--- config.mk ---
export PLATFORM = sky130hd
export DESIGN_NAME = crt_clock_flat
export DESIGN_NICKNAME = d
export VERILOG_FILES = /design/src/rtl/crt_clock_pkg.sv /design/src/rtl/crt_clock_if.sv /design/src/rtl/crt_clock_div.sv /design/src/rtl/crt_clock.sv /design/src/flat_wrapper.sv
export SDC_FILE = /design/constraint.sdc
export NUM_CORES = 1
export LEC_CHECK = 0
export BUFFER_PORTS_ARGS = -buffer_cell sky130_fd_sc_hd__buf_2
export CAP_MARGIN = 20
export CORE_ASPECT_RATIO = 0.8
export CORE_MARGIN = 10
export CORE_UTILIZATION = 62
export DETAILED_ROUTE_END_ITERATION = 16
export GPL_TIMING_DRIVEN = 0
export PLACE_DENSITY = 0.8
export SYNTH_ARGS = -nofsm -noshare
export SYNTH_HDL_FRONTEND = slang
export SYNTH_SLANG_ARGS = --single-unit
--- constraint.sdc ---
create_clock -name Clock -period 3.9 [get_ports Clock]
set_input_delay 0.195 -clock Clock [delete_from_list [all_inputs] [get_ports Clock]]
set_output_delay 0.195 -clock Clock [all_outputs]
set_load 0.02 [all_outputs]
--- src/rtl/crt_clock_pkg.sv ---
// Shared constants for the CRT pixel-clock generator: frequency width, FSM encodings, minimum ratio.
package crt_clock_pkg;

    localparam int unsigned FREQ_W_DEFAULT = 10;
    localparam int unsigned MIN_RATIO      = 2;

    typedef logic [1:0] state_t;

    localparam logic [1:0] ST_IDLE = 2'd0;
    localparam logic [1:0] ST_DIV  = 2'd1;
    localparam logic [1:0] ST_RUN  = 2'd2;
    localparam logic [1:0] ST_BAD  = 2'd3;

endpackage

--- src/rtl/crt_clock_if.sv ---
// Frequency request / pixel clock bundle between a controller (master) and crt_clock (slave).
// Locked exists only when CRT_CLOCK_LOCK_EN is defined.
interface crt_clock_if #(
    parameter int unsigned FREQ_W = crt_clock_pkg::FREQ_W_DEFAULT
);
    logic [FREQ_W-1:0] SystemClockFreq;
    logic [FREQ_W-1:0] CRTClockFreq;
    logic              PixelClock;
`ifdef CRT_CLOCK_LOCK_EN
    logic              Locked;

    modport master (output SystemClockFreq, output CRTClockFreq, input PixelClock, input Locked);
    modport slave  (input SystemClockFreq, input CRTClockFreq, output PixelClock, output Locked);
`else
    modport master (output SystemClockFreq, output CRTClockFreq, input PixelClock);
    modport slave  (input SystemClockFreq, input CRTClockFreq, output PixelClock);
`endif
endinterface

--- src/rtl/crt_clock_div.sv ---
// Restoring shift-subtract unsigned divider: W iterations after start, then a one-cycle done pulse.
// A start while busy discards the running division and reloads.
module crt_clock_div #(
    parameter int unsigned W = crt_clock_pkg::FREQ_W_DEFAULT
) (
    input  logic         clk_i,
    input  logic         rst_i,
    input  logic         start_i,
    input  logic [W-1:0] dividend_i,
    input  logic [W-1:0] divisor_i,
    output logic [W-1:0] quotient_o,
    output logic         done_o
);
    localparam int unsigned CNT_W = $clog2(W + 1);

    logic [W-1:0]     rem_q, rem_d;
    logic [W-1:0]     quo_q, quo_d;
    logic [W-1:0]     dvs_q, dvs_d;
    logic [CNT_W-1:0] cnt_q, cnt_d;
    logic             busy_q, busy_d;
    logic             done_q, done_d;
    logic [W:0]       rem_sh;
    logic [W:0]       diff;

    always_ff @(posedge clk_i) begin
        if (rst_i) begin
            rem_q  <= '0;
            quo_q  <= '0;
            dvs_q  <= '0;
            cnt_q  <= '0;
            busy_q <= 1'b0;
            done_q <= 1'b0;
        end else begin
            rem_q  <= rem_d;
            quo_q  <= quo_d;
            dvs_q  <= dvs_d;
            cnt_q  <= cnt_d;
            busy_q <= busy_d;
            done_q <= done_d;
        end
    end

    // One quotient bit per cycle; the remainder is restored when the trial subtraction goes negative.
    always_comb begin
        rem_d  = rem_q;
        quo_d  = quo_q;
        dvs_d  = dvs_q;
        cnt_d  = cnt_q;
        busy_d = busy_q;
        done_d = 1'b0;
        rem_sh = {rem_q, quo_q[W-1]};
        diff   = rem_sh - {1'b0, dvs_q};
        if (start_i) begin
            rem_d  = '0;
            quo_d  = dividend_i;
            dvs_d  = divisor_i;
            cnt_d  = CNT_W'(W);
            busy_d = 1'b1;
        end else if (busy_q) begin
            if (!diff[W]) begin
                rem_d = diff[W-1:0];
                quo_d = {quo_q[W-2:0], 1'b1};
            end else begin
                rem_d = rem_sh[W-1:0];
                quo_d = {quo_q[W-2:0], 1'b0};
            end
            cnt_d = cnt_q - CNT_W'(1);
            if (cnt_q == CNT_W'(1)) begin
                busy_d = 1'b0;
                done_d = 1'b1;
            end
        end
    end

    assign quotient_o = quo_q;
    assign done_o     = done_q;

endmodule

--- src/rtl/crt_clock.sv ---
// CRT/VGA pixel clock generator: divides Clock by N = floor(Sys/CRT), computed at run time.
// Optional Locked output is enabled by defining CRT_CLOCK_LOCK_EN.
module crt_clock
    import crt_clock_pkg::*;
#(
    parameter int unsigned FREQ_W = FREQ_W_DEFAULT
) (
    input  logic        Clock,
    input  logic        Reset,
    crt_clock_if.slave  bus
);
    state_t            state_q, state_d;
    logic [FREQ_W-1:0] sys_q, sys_d;
    logic [FREQ_W-1:0] crt_q, crt_d;
    logic [FREQ_W-1:0] n_q, n_d;
    logic [FREQ_W-1:0] k_q, k_d;
    logic              pix_q, pix_d;

    logic              changed;
    logic              div_start;
    logic              div_done;
    logic [FREQ_W-1:0] div_quo;
    logic [FREQ_W-1:0] k_inc;
    logic [FREQ_W-1:0] half;

    crt_clock_div #(.W(FREQ_W)) u_div (
        .clk_i      (Clock),
        .rst_i      (Reset),
        .start_i    (div_start),
        .dividend_i (bus.SystemClockFreq),
        .divisor_i  (bus.CRTClockFreq),
        .quotient_o (div_quo),
        .done_o     (div_done)
    );

    always_ff @(posedge Clock) begin
        if (Reset) begin
            state_q <= ST_IDLE;
            sys_q   <= '0;
            crt_q   <= '0;
            n_q     <= '0;
            k_q     <= '0;
            pix_q   <= 1'b0;
        end else begin
            state_q <= state_d;
            sys_q   <= sys_d;
            crt_q   <= crt_d;
            n_q     <= n_d;
            k_q     <= k_d;
            pix_q   <= pix_d;
        end
    end

    // k_q is the phase of the PixelClock value currently on the output; high while k < ceil(N/2).
    always_comb begin
        state_d   = state_q;
        sys_d     = sys_q;
        crt_d     = crt_q;
        n_d       = n_q;
        k_d       = k_q;
        pix_d     = pix_q;
        div_start = 1'b0;
        changed   = {bus.SystemClockFreq, bus.CRTClockFreq} != {sys_q, crt_q};
        half      = n_q - (n_q >> 1);
        k_inc     = (k_q == n_q - FREQ_W'(1)) ? '0 : k_q + FREQ_W'(1);

        if (state_q == ST_IDLE || changed) begin
            sys_d = bus.SystemClockFreq;
            crt_d = bus.CRTClockFreq;
            n_d   = '0;
            k_d   = '0;
            pix_d = 1'b0;
            if (bus.CRTClockFreq == '0) begin
                state_d = ST_BAD;
            end else begin
                div_start = 1'b1;
                state_d   = ST_DIV;
            end
        end else begin
            case (state_q)
                ST_DIV: begin
                    if (div_done) begin
                        n_d = div_quo;
                        k_d = '0;
                        if (div_quo >= FREQ_W'(MIN_RATIO)) begin
                            pix_d   = 1'b1;
                            state_d = ST_RUN;
                        end else begin
                            pix_d   = 1'b0;
                            state_d = ST_BAD;
                        end
                    end
                end
                ST_RUN: begin
                    k_d   = k_inc;
                    pix_d = k_inc < half;
                end
                default: begin
                    pix_d = 1'b0;
                    k_d   = '0;
                end
            endcase
        end
    end

    assign bus.PixelClock = pix_q;

`ifdef CRT_CLOCK_LOCK_EN
    logic locked_q;

    // Registered alongside the state so Locked rises on the same edge as the first PixelClock pulse.
    always_ff @(posedge Clock) begin
        if (Reset) begin
            locked_q <= 1'b0;
        end else begin
            locked_q <= (state_d == ST_RUN);
        end
    end

    assign bus.Locked = locked_q;
`endif

endmodule

--- src/flat_wrapper.sv ---
// flat-port wrapper written by rule: the top's interface ports become plain ports
module crt_clock_flat import crt_clock_pkg::*;
#(
    parameter int unsigned FREQ_W = FREQ_W_DEFAULT
)
  (Clock, Reset, bus_SystemClockFreq, bus_CRTClockFreq, bus_PixelClock);
  crt_clock_if #(.FREQ_W(FREQ_W)) bus_i ();
  input  logic Clock;
  input  logic Reset;
  input wire logic [$bits(bus_i.SystemClockFreq)-1:0] bus_SystemClockFreq;
  input wire logic [$bits(bus_i.CRTClockFreq)-1:0] bus_CRTClockFreq;
  output wire logic [$bits(bus_i.PixelClock)-1:0] bus_PixelClock;
  assign bus_i.SystemClockFreq = bus_SystemClockFreq;
  assign bus_i.CRTClockFreq = bus_CRTClockFreq;
  assign bus_PixelClock = bus_i.PixelClock;
  crt_clock #(.FREQ_W(FREQ_W)) u_core (.Clock(Clock), .Reset(Reset), .bus(bus_i));
endmodule
; ---- After elaboration in Yosys (flattened, before gate mapping)
; Index checks and enable logic that the tools add are counted.
[op_classes]
addsub = 5
order_cmp = 2
eq_ne = 6
n_mux = 23
bitwise_logic = 1
reduce_logical = 11
[ops]
columns = cell, count
row1 = 10-bit 2-to-1 mux, 5
row2 = 20-bit != test, 1
row3 = 10-bit case mux with 2 select lines, 1
row4 = 11-bit by 10-bit subtractor with 11-bit output, 1
row5 = "10-bit by 1-bit adder with 10-bit output, second input constant", 1
row6 = 10-bit equality test, 1
row7 = "10-bit by 2-bit >= comparator with 1-bit output, second input constant", 1
row8 = 10-bit zero test, 1
row9 = 10-bit < comparator, 1
row10 = 1-bit 2-to-1 mux, 10
row11 = "10-bit by 1-bit subtractor with 10-bit output, second input constant", 1
row12 = 10-bit by 9-bit subtractor with 10-bit output, 1
row13 = 2-bit 2-to-1 mux, 4
row14 = 4-bit 2-to-1 mux, 2
row15 = 2-bit nonzero test, 3
row16 = "4-bit by 1-bit equality test with 1-bit output, second input constant", 1
row17 = 2-bit AND reduction, 2
row18 = 2-bit OR reduction, 2
row19 = "4-bit by 1-bit subtractor with 4-bit output, second input constant", 1
row20 = 3-bit OR reduction, 1
row21 = "2-bit by 1-bit equality test with 1-bit output, second input constant", 1
row22 = "2-bit equality test, second input constant", 1
row23 = 2-bit zero test, 1
row24 = "2-bit != test, second input constant", 1
row25 = other kinds (3), 3
[totals]
register_bits = 79
inputBits = 22
output_inout_bits = 1
word_cells = 61

; ---- Depth between registers and ports, before layout
; Gate-level depths: netlist (run 1).
[depth]
ltp_word = 5
ltp_mapped = 17
ltp_nobuf = 16

; ---- Cells and area by module
; From an unflattened synthesis (run 1), not the netlist that was laid out.
[unflattened]
cells_unflattened = 581
hier_area_um2 = 4973.5
[by_module_without_submodules]
columns = mod, n_inst, cells_per_inst, area_per_inst_um2
row1 = crt_clock, 1, 341, 2899.0
row2 = crt_clock_div, 1, 240, 2074.5

; ---- Worst setup path before layout (run 1)
; No wires, ideal clock.
[synth_path]
path_type = register -> register
start = reg u_core.n_q[3]
end = reg u_core.pix_q, in the netlist u_core.bus.PixelClock
setup_time_ps = 86
arrival_time_ps = 3472
required_ps = 3814
path_slack_ps = 342
path_stages_with_launch = 18
period_less_slack_ps = 3558
cell_sequence = dfxtp_1 -> inv_1 -> ha_1 -> or3b_1 -> mux2_2 -> o21ai_1 -> and3_1 -> and2_1 -> clkbuf_1 -> nor2_1 -> ha_1 -> a21oi_1 -> o21ai_0 -> a21o_1 -> a211oi_1 -> nor2_1 -> a2111o_1 -> a221oi_2
[synth_via]
elab_chain_len = 5
word_cells_on_any_way = 6
classes_between = 2 x add/sub / 1 x order compare / 1 x eq/ne / 2 x mux
[synth_rtl]
columns = element, line_no
row1 = from (decl), crt_clock.sv:15  ; logic [FREQ_W-1:0] n_q, n_d;
row2 = from (signal assigned), crt_clock.sv:48  ; n_q <= n_d;
row3 = 10-bit by 1-bit subtractor with 10-bit output, crt_clock.sv:65  ; k_inc = (k_q == n_q - FREQ_W'(1)) ? '0 : k_q + FREQ_W'(1);
row4 = 10-bit equality test, crt_clock.sv:65
row5 = 10-bit 2-to-1 mux, crt_clock.sv:65
row6 = 10-bit < comparator (*), crt_clock.sv:96  ; pix_d = k_inc < half;
row7 = 1-bit case mux with 2 select lines (*), crt_clock.sv:80  ; case (state_q)
row8 = to (signal assigned), crt_clock.sv:50  ; pix_q <= pix_d;
row9 = to (decl), crt_clock.sv:17  ; logic pix_q, pix_d;
; Mark *: on every way between the ends. The rest lies on a longest branch, timed or not.
; A chain may end at the register's enable or synchronous reset.

; ---- Worst setup path after layout (run 1)
; Ends and elaborated chain as after synthesis.

==> impl_metrics.json, run 1 <==
{
  "most-common-layout-cells": "77 x dfxtp_1, 52 x nor2_1, 44 x nand2_1, 44 x ha_1, 36 x inv_1",
  "grt_pass1_wl_um": 18700,
  "p_leak_nw": 2.06,
  "n_antenna_cell": 0,
  "drive_gt1_share_pct": 9.32,
  "netlist_area_sq_um": 4810,
  "finalClockSkew_ns": 0.0110,
  "via_per_inst": 5.69,
  "nFillCells": 575,
  "drv_slew": 0,
  "globalRouteTotalUtil_pct": 19.1,
  "fmax_mhz": 272,
  "avgSynthCellArea_sq_um": 8.55,
  "num_vias": 4016,
  "slew_headroom_pct": 57.7,
  "grt_pass1_vias": 3841,
  "dr.pass1.iters": 5,
  "dieArea_sq_um": 11700,
  "antenna_found_initial": 0,
  "fin_nets": 664,
  "first_iter_violations": 207,
  "port_buffers": 21,
  "clock_latency_ns": 0.37,
  "core_area_sq_um": 7460,
  "synth_edf_count": 0,
  "min_path_type": "input pin to flop",
  "required_ns": 4.18,
  "initial_core_util_pct": 64.4,
  "synth_warnings": 0,
  "period_minus_slack_ns": 3.68,
  "cts.sinks": 79,
  "gr-total-overflow": 0,
  "chipHeight_um": 98.7,
  "dp_hpwl_um": 8450,
  "clockRootBuffer": "clkbuf_8",
  "hold_slack_ns": 0.0769,
  "io_pins": 23,
  "cellPowerDensity_nw_per_um2": 304,
  "critPathKind": "flop to flop",
  "fin_cells": 706,
  "layout_commonest_cell": "dfxtp_1",
  "wirelength_um": 11200,
  "clock_path_buffers": 2,
  "ir_drop_v": 0.000255,
  "placed_cells": 688,
  "cts-buffers-inserted": 9,
  "grt_max_degree": 18,
  "area_delta_synth_final_pct": 9.45,
  "cp.arrival_ns": 3.96,
  "synth_nets": 630,
  "wl_per_cell_um": 15.8,
  "synth-seq-cells": 79,
  "antenna_left": 0,
  "rsz0062_at_grt": "false",
  "endpoint_kind": "flop",
  "rows": 28,
  "clk_pin_slew_ns": 0.10,
  "status": "completed",
  "min_period_over_period_pct": 94.4,
  "die_x_um": 118,
  "synthFlopType": "dfxtp_1",
  "cp-start-kind": "flop",
  "cts_tree": "built",
  "ys_types": 52,
  "htree_num_levels": 3,
  "worst_pin_slew_ns": 0.634,
  "synthArstFlopShare_pct": 0,
  "finalHoldViolCount": 0,
  "cp_max_fo": 7,
  "setup_violations": 0,
  "gp_congestion": 0.892,
  "maxCapViolations": 0,
  "ys_seq_area_share_pct": 32.9,
  "drc": 0,
  "synthCells": 562
}
[per-layer routing]
metal  track usage, %  wire length, um  vias up
met1             26.2             5580     1858
met4             5.44              163        0
met2             29.2             4750      127
met5                0                0        -
li1                 -                -     2010
met3             4.73              667       21
[cell families after synthesis]
logic type	synth area share, %
and+or+nand+nor	19.1
AOI/OAI and AO/OA	15.7
DFF	32.9
buffers and inverters	5.02
xor gates and xnor gates	10.9
adders and majority gates	12.3
muxes	4.01
[area by class of cell]
cell class	instances	area, sq um	share of cell area (%)
clock buffer	9	124	2.35
inverter	38	143	2.71
timing repair buffer	24	128	2.43
buffer	22	95.1	1.81
clock inverter	7	68.8	1.31
sequential	79	1580	30.1
multi-input combinational	422	2990	56.8
tap	105	131	2.50
[worst paths after layout]
kind	start	end	slack (ns)	cells after the start
max	u_core.n_q[3]$_SDFFE_PP0P_	u_core.bus.PixelClock$_SDFFE_PP0P_	0.22	16
min	bus_SystemClockFreq[7]	u_core.sys_q[7]$_SDFFE_PP0P_	0.08	2
max reg2reg	u_core.n_q[3]$_SDFFE_PP0P_	u_core.bus.PixelClock$_SDFFE_PP0P_	0.22	16
min reg2reg	u_core.u_div.quotient_o[2]$_SDFFE_PP0P_	u_core.n_q[2]$_SDFFE_PP0P_	0.49	2
[per-stage QoR]
step | util (%) | setup slack (ns) | total power [mW] | area [sq um] | TNS, ns
finish | 70.5 | 0.217 | 1.60 | 5260 | 0
global route | 70.5 | 0.0313 | 1.66 | 5260 | 0
CTS | 70.1 | 0.103 | 1.60 | 5230 | 0
detailed placement | 67.6 | -0.104 | 1.01 | 5040 | -0.104
global placement | 67.6 | 0.000306 | 0.999 | 5040 | 0
floorplan | - | 0.342 | 0.959 | 4810 | 0
[flip-flops by register name, summed over array words and instances, names as in the netlist]
| register | flops |
|---|---|
| u_core.bus.PixelClock | 1 |
| u_core.crt_q | 10 |
| u_core.k_q | 10 |
| u_core.n_q | 10 |
| u_core.state_q | 2 |
| u_core.sys_q | 10 |
| u_core.u_div.busy_q | 1 |
| u_core.u_div.cnt_q | 4 |
| u_core.u_div.done_o | 1 |
| u_core.u_div.dvs_q | 10 |
| u_core.u_div.quotient_o | 10 |
| u_core.u_div.rem_q | 10 |
[synthesized netlist by cell type (3+ instances only)]
master / instances / area (sq um)
nand4b_1: 4 / 35.0
nand2b_1: 5 / 31.3
a21boi_0: 3 / 22.5
a211oi_1: 26 / 195
xnor2_1: 34 / 298
nor4_1: 6 / 37.5
a21oi_1: 35 / 175
nor2b_1: 27 / 169
nand3_1: 5 / 25.0
or4_1: 3 / 22.5
mux2i_1: 17 / 170
ha_1: 44 / 551
buf_2: 4 / 20.0
nor3_1: 6 / 30.0
dfxtp_1: 79 / 1580
a31oi_1: 3 / 18.8
o21ai_0: 19 / 95.1
nor2_1: 52 / 195
inv_1: 37 / 139
and2_1: 3 / 18.8
nand2_1: 44 / 165
a22oi_1: 9 / 67.6
xor2_1: 26 / 228
nand3b_1: 9 / 67.6
nand4_1: 5 / 31.3
and3_1: 7 / 43.8
clkbuf_1: 17 / 63.8
[critical path, cell delays in order, from the launching register on]
cell	delay (ns)
dfxtp_2	0.38
inv_1	0.09
ha_1	0.23
or3b_1	0.35
mux2_2	0.26
o21ai_1	0.12
and3_1	0.22
and2_4	0.20
nor2_1	0.06
ha_1	0.32
a21oi_1	0.14
o21ai_0	0.10
a21o_1	0.19
a211oi_1	0.27
nor2_1	0.08
a2111o_1	0.32
a221oi_2	0.27
[timing repair]
item	CTS	global route
gates cloned	0	0
endpoints found under the setup margin	1	1
hold buffers	0	0
buffers inserted	0	3
resized for setup	1	5
[report_power, final]
| part | internal [mW] | switching, mW | total [mW] |
|---|---|---|---|
| Combinational | 0.0630 | 0.0803 | 0.143 |
| Clock | 0.253 | 0.359 | 0.612 |
| Sequential | 0.831 | 0.0154 | 0.846 |
| Total | 1.15 | 0.455 | 1.60 |
(Power assumes the default switching activity.)
==> run 2: changes to the inputs <==
Settings changed: SYNTH_HIERARCHICAL from default to 1.
==> impl_metrics.json, run 2 <==
{
  "status": "completed",
  "ys_types": 60,
  "clk_pin_slew_ns": 0.10,
  "critical_path_buf_inv_count": 2,
  "synth_edf_count": 0,
  "setup_violations": 0,
  "nFillCells": 658,
  "critPathKind": "flop to flop",
  "netlist.top_cell.by_area": "dfxtp_1",
  "first_iter_violations": 276,
  "port_buffers": 22,
  "cellPowerDensity_nw_per_um2": 303,
  "ys_seq_area_share_pct": 31.8,
  "finalClockSkew_ns": 0.0163,
  "finalHoldViolCount": 0,
  "stdcell_area_sq_um": 5430,
  "antenna_found_initial": 0,
  "drc": 0,
  "io_pins": 23,
  "grt_pass1_wl_um": 19100,
  "gp_congestion": 0.915,
  "synthFlopType": "dfxtp_1",
  "endpoint_kind": "flop",
  "period_minus_slack_ns": 3.06,
  "rsz0062_at_grt": "false",
  "synth_warnings": 6,
  "crit_path_top_delay_cell": "dfxtp_1",
  "n_antenna_cell": 0,
  "synth_common_cells": "79 x dfxtp_1, 62 x nor2_1, 47 x a21oi_1",
  "synthCells": 581,
  "dieArea_sq_um": 12000,
  "dp_hpwl_um": 8610,
  "p_leak_nw": 2.21,
  "rows": 29,
  "post-synth-top-count-cell": "dfxtp_1",
  "cts_tree": "built",
  "ctsResizeCount": 0,
  "synth_nets": 649,
  "min_period_over_period_pct": 78.4,
  "cp.arrival_ns": 3.35,
  "core_area_sq_um": 7870,
  "dr.pass1.iters": 5,
  "maxCapViolations": 0,
  "htree_num_levels": 3,
  "fin_setup_tns_ns": 0,
  "antenna_left": 0,
  "cp-start-kind": "flop",
  "yosysTopAreaCellShare_pct": 31.8,
  "synthArstFlopShare_pct": 0,
  "layout_commonest_cell": "dfxtp_1",
  "ctsHoldBuffers": 0,
  "placed_area_sq_um": 5220,
  "most-common-layout-cells": "79 x dfxtp_1, 62 x nor2_1, 47 x a21oi_1, 44 x ha_1, 36 x xnor2_1",
  "clock_path_buffers": 2,
  "ir_drop_v": 0.000270,
  "fin_nets": 682,
  "drive_gt1_share_pct": 8.89,
  "synth.area.top_cells": "dfxtp_1 32%, ha_1 11%, xnor2_1 6.3%",
  "gr-total-overflow": 0,
  "via_per_inst": 5.81,
  "slew_headroom_pct": 49.6,
  "clockRootBuffer": "clkbuf_8",
  "initial_core_util_pct": 63.2,
  "drv_slew": 0,
  "cts.sinks": 79,
  "synth-seq-cells": 79,
  "globalRouteTotalUtil_pct": 19.1,
  "chipHeight_um": 100,
  "die_x_um": 120,
  "clock_latency_ns": 0.36,
  "path_delay_family": "simple AND/OR/NAND/NOR gates",
  "fmax_mhz": 327,
  "required_ns": 4.20,
  "num_vias": 4225,
  "grt_pass1_vias": 3964,
  "wl_per_cell_um": 15.5,
  "crit_chain": "inv_1 > ha_1 > xor2_1 > xnor2_1 > nand3_1 > nor4_1 > and2_1 > buf_6 > nor2_1 > ha_1 > a211oi_1 > nor2_1 > nor3_1 > o21ai_0 > o211ai_1 > a41o_1",
  "cp_max_fo": 10,
  "max_stage_delay_ns": 0.42,
  "min_path_type": "input pin to flop",
  "grt_max_degree": 17,
  "netlist_area_sq_um": 4970,
  "worst_pin_slew_ns": 0.737,
  "area_delta_synth_final_pct": 9.16,
  "cts_setup_buffers": 0,
  "cts-buffers-inserted": 9,
  "wirelength_um": 11300,
  "avgSynthCellArea_sq_um": 8.56
}
[run 2: changes by cell type after synthesis, sizes merged, moves of 5 or more]
cell | previous run | this run
a211oi | 27 | 11
a21oi | 35 | 47
nand2 | 44 | 33
nor2 | 52 | 62
a22oi | 9 | 1
mux2i | 17 | 24
and3 | 7 | 12
nand3 | 5 | 10
[run 2: cell families after synthesis]
kind of cell | synth area share [%]
AO/OA/AOI/OAI | 14.5
XOR/XNOR | 11.5
adder cells (fa/ha/maj) | 11.9
buffers and inverters | 5.08
flip-flops | 31.8
multiplexers | 5.06
AND/OR/NAND/NOR | 20.3
[run 2: through the flow]
step | hold WS [ns] | setup WS [ns] | total power, mW | utilization [%] | cells
6_report | 0.0986 | 0.844 | 1.65 | 68.9 | 727
2_1_floorplan | 0.267 | 1.17 | 0.968 | - | 581
4_1_cts | 0.0872 | 0.852 | 1.65 | 68.9 | 727
3_5_place_dp | 0.464 | 0.870 | 1.02 | 66.3 | 711
5_1_grt | 0.0828 | 0.512 | 1.71 | 68.9 | 727
3_3_place_gp | 0.462 | 0.916 | 1.01 | 66.3 | 711
[run 2: worst paths after layout]
check | start | endpoint | slack (ns) | cells after the start
setup reg to reg | u_core/n_q[0]$_SDFFE_PP0P_ | u_core/bus.PixelClock$_SDFFE_PP0P_ | 0.84 | 16
hold / removal | bus_SystemClockFreq[5] | u_core/sys_q[5]$_SDFFE_PP0P_ | 0.1 | 2
hold reg to reg | u_core/u_div/quotient_o[1]$_SDFFE_PP0P_ | u_core/n_q[1]$_SDFFE_PP0P_ | 0.49 | 2
setup / recovery | u_core/n_q[0]$_SDFFE_PP0P_ | u_core/bus.PixelClock$_SDFFE_PP0P_ | 0.84 | 16
[run 2: power breakdown]
part	switching [mW]	total, mW	internal (mW)	leakage [nW]
Clock	0.335	0.645	0.310	0.104
Combinational	0.0876	0.156	0.0686	1.46
Sequential	0.0157	0.846	0.831	0.649
[run 2: layer usage]
layer,GRT usage [%],routed length [um],vias up
li1,-,-,2077
met1,26.7,5560,1983
met2,29.5,4940,151
met3,4.09,654,14
met4,4.35,126,0
met5,0,0,-
[run 2: final cells by class]
cell class / instances / area [sq um] / share of cell area, %
Multi-Input combinational cell: 442 / 3140 / 57.8
Sequential cell: 79 / 1580 / 29.1
Tap cell: 108 / 135 / 2.49
Inverter: 35 / 131 / 2.42
Clock buffer: 9 / 124 / 2.28
Buffer: 25 / 121 / 2.24
Timing Repair Buffer: 22 / 110 / 2.03
Clock inverter: 7 / 86.3 / 1.59
==> run 3: changes to the inputs <==
Settings changed: CORE_UTILIZATION 62 to 56, PLACE_DENSITY 0.8 to 0.77.
Clock period 3.9 ns to 2.74 ns, I/O delays scaled along.
==> impl_metrics.json, run 3 (synthesis results as in run 2) <==
{
  "worst_pin_slew_ns": 0.686,
  "grt_pass1_wl_um": 21400,
  "drive_gt1_share_pct": 19.5,
  "dieArea_sq_um": 13100,
  "required_ns": 2.99,
  "ctsHoldBuffers": 0,
  "dr.pass1.iters": 5,
  "p_leak_nw": 2.41,
  "core_area_sq_um": 8560,
  "ir_drop_v": 0.000272,
  "first_iter_violations": 432,
  "clock_latency_ns": 0.37,
  "gr-total-overflow": 0,
  "port_buffers": 22,
  "rows": 30,
  "cp-start-kind": "flop",
  "wirelength_um": 13500,
  "maxCapViolations": 0,
  "cp.arrival_ns": 3.16,
  "r2r_cells": 16,
  "critPathMostFrequentCell": "buf_6",
  "htree_num_levels": 3,
  "dp_hpwl_um": 8760,
  "placed_area_sq_um": 5220,
  "antenna_left": 0,
  "power_mw": 2.46,
  "rsz0062_at_grt": "true",
  "num_vias": 4465,
  "fmax_mhz": 344,
  "gp_congestion": 0.871,
  "min_period_over_period_pct": 106,
  "cp_max_fo": 6,
  "grt_max_degree": 17,
  "placed_cells": 715,
  "n_antenna_cell": 0,
  "status": "finished, violations left",
  "cts.sinks": 79,
  "die_x_um": 125,
  "crit_path_top_delay_cell": "dfxtp_4",
  "fin_nets": 708,
  "setup_violations": 1,
  "fin_ws_ns": -0.167,
  "clockRootBuffer": "clkbuf_8",
  "clk_pin_slew_ns": 0.09,
  "finalHoldViolCount": 0,
  "clock_path_buffers": 2,
  "area_delta_synth_final_pct": 19.1,
  "via_per_inst": 5.90,
  "initial_core_util_pct": 58.1,
  "max_stage_delay_ns": 0.38,
  "fin_setup_tns_ns": -0.167,
  "violations": "setup timing",
  "globalRouteTotalUtil_pct": 19.3,
  "fin_util_pct": 69.2,
  "finalClockSkew_ns": 0.0141,
  "antenna_found_initial": 0,
  "cellPowerDensity_nw_per_um2": 415,
  "most-common-layout-cells": "69 x dfxtp_1, 60 x nor2_1, 46 x a21oi_1, 35 x xnor2_1",
  "critPathKind": "flop to flop",
  "grt_pass1_vias": 4354,
  "wl_per_cell_um": 17.9,
  "cts_tree": "built",
  "crit_chain": "buf_4 > xor2_4 > mux2_4 > a22oi_2 > nor4_2 > and2_1 > buf_6 > buf_6 > nor2_2 > ha_2 > a211oi_2 > nor2_1 > nor3_2 > o21ai_1 > o211ai_1 > a41o_1",
  "drv_slew": 0,
  "chipHeight_um": 104,
  "period_minus_slack_ns": 2.91,
  "endpoint_kind": "flop",
  "min_path_cells": 2,
  "drc": 0,
  "fin_cells": 757,
  "slew_headroom_pct": 53.1,
  "stdcell_area_sq_um": 5930,
  "cts-buffers-inserted": 9,
  "min_path_type": "input pin to flop",
  "io_pins": 23,
  "layout_commonest_cell": "dfxtp_1"
}
[run 3: cell types whose count changed in the layout (fill, tap and decap cells not counted), moves of 3 or more]
cell,previous run,this run
buf_4,1,24
buf_6,3,6
dfxtp_1,79,69
dfxtp_4,0,8
ha_1,44,33
ha_4,0,9
inv_1,33,25
inv_4,0,7
o21ai_0,21,18
[run 3: path summary, 6_finish.rpt]
path,startpoint,end,slack [ns]
worst min-delay path,bus_SystemClockFreq[7],u_core/sys_q[7]$_SDFFE_PP0P_,0.03
worst min register to register,u_core/u_div/quotient_o[4]$_SDFFE_PP0P_,u_core/n_q[4]$_SDFFE_PP0P_,0.49
worst max register to register,u_core/n_q[4]$_SDFFE_PP0P_,u_core/bus.PixelClock$_SDFFE_PP0P_,-0.17
worst max-delay path,u_core/n_q[4]$_SDFFE_PP0P_,u_core/bus.PixelClock$_SDFFE_PP0P_,-0.17
[run 3: critical path: cells and delay by family, from the launching register on]
kind,cells,cell delay [ns]
compound gates,5,0.75
xor+xnor,1,0.23
fa+ha+maj,1,0.18
buf+inv,3,0.39
flops,1,0.38
mux,1,0.34
simple gates,5,0.51
[run 3: repair_timing]
item	in CTS	in global routing
setup endpoints to repair	4	12
pin swaps	19	26
setup buffers	22	3
endpoints found under the hold margin	0	0
gates cloned	1	0
resized for setup	49	30
[run 3: cell type report]
cell class                 count  area [sq um]
sequential                    79          1610
timing repair buffer          48           317
buffer                        25           123
clock buffer                   9           124
fill                         635          2630
tap                          112           140
multi-input combinational    442          3350
clock inverter                 7           109
inverter                      35           149
[run 3: routing by layer]
layer / vias up / share of wire (%) / global-route usage [%]
met5: - / 0 / 0
met3: 29 / 5.6 / 4.38
met1: 2116 / 46 / 25.1
li1: 2131 / - / -
met4: 0 / 1.8 / 5.34
met2: 189 / 47 / 31.3
[run 3: power breakdown]
group / total [mW] / leakage [nW] / switching (mW) / internal (mW)
logic: 0.241 / 1.63 / 0.133 / 0.107
registers: 1.20 / 0.656 / 0.0227 / 1.17
clock network: 1.02 / 0.118 / 0.486 / 0.534
[run 3: through the flow]
stage               hold WS, ns  setup WS, ns
global placement          0.401        -0.267
detailed placement        0.406        -0.361
floorplan                 0.209        0.0121
CTS                      0.0193        -0.112
global route             0.0216        -0.262
finish                   0.0343        -0.167
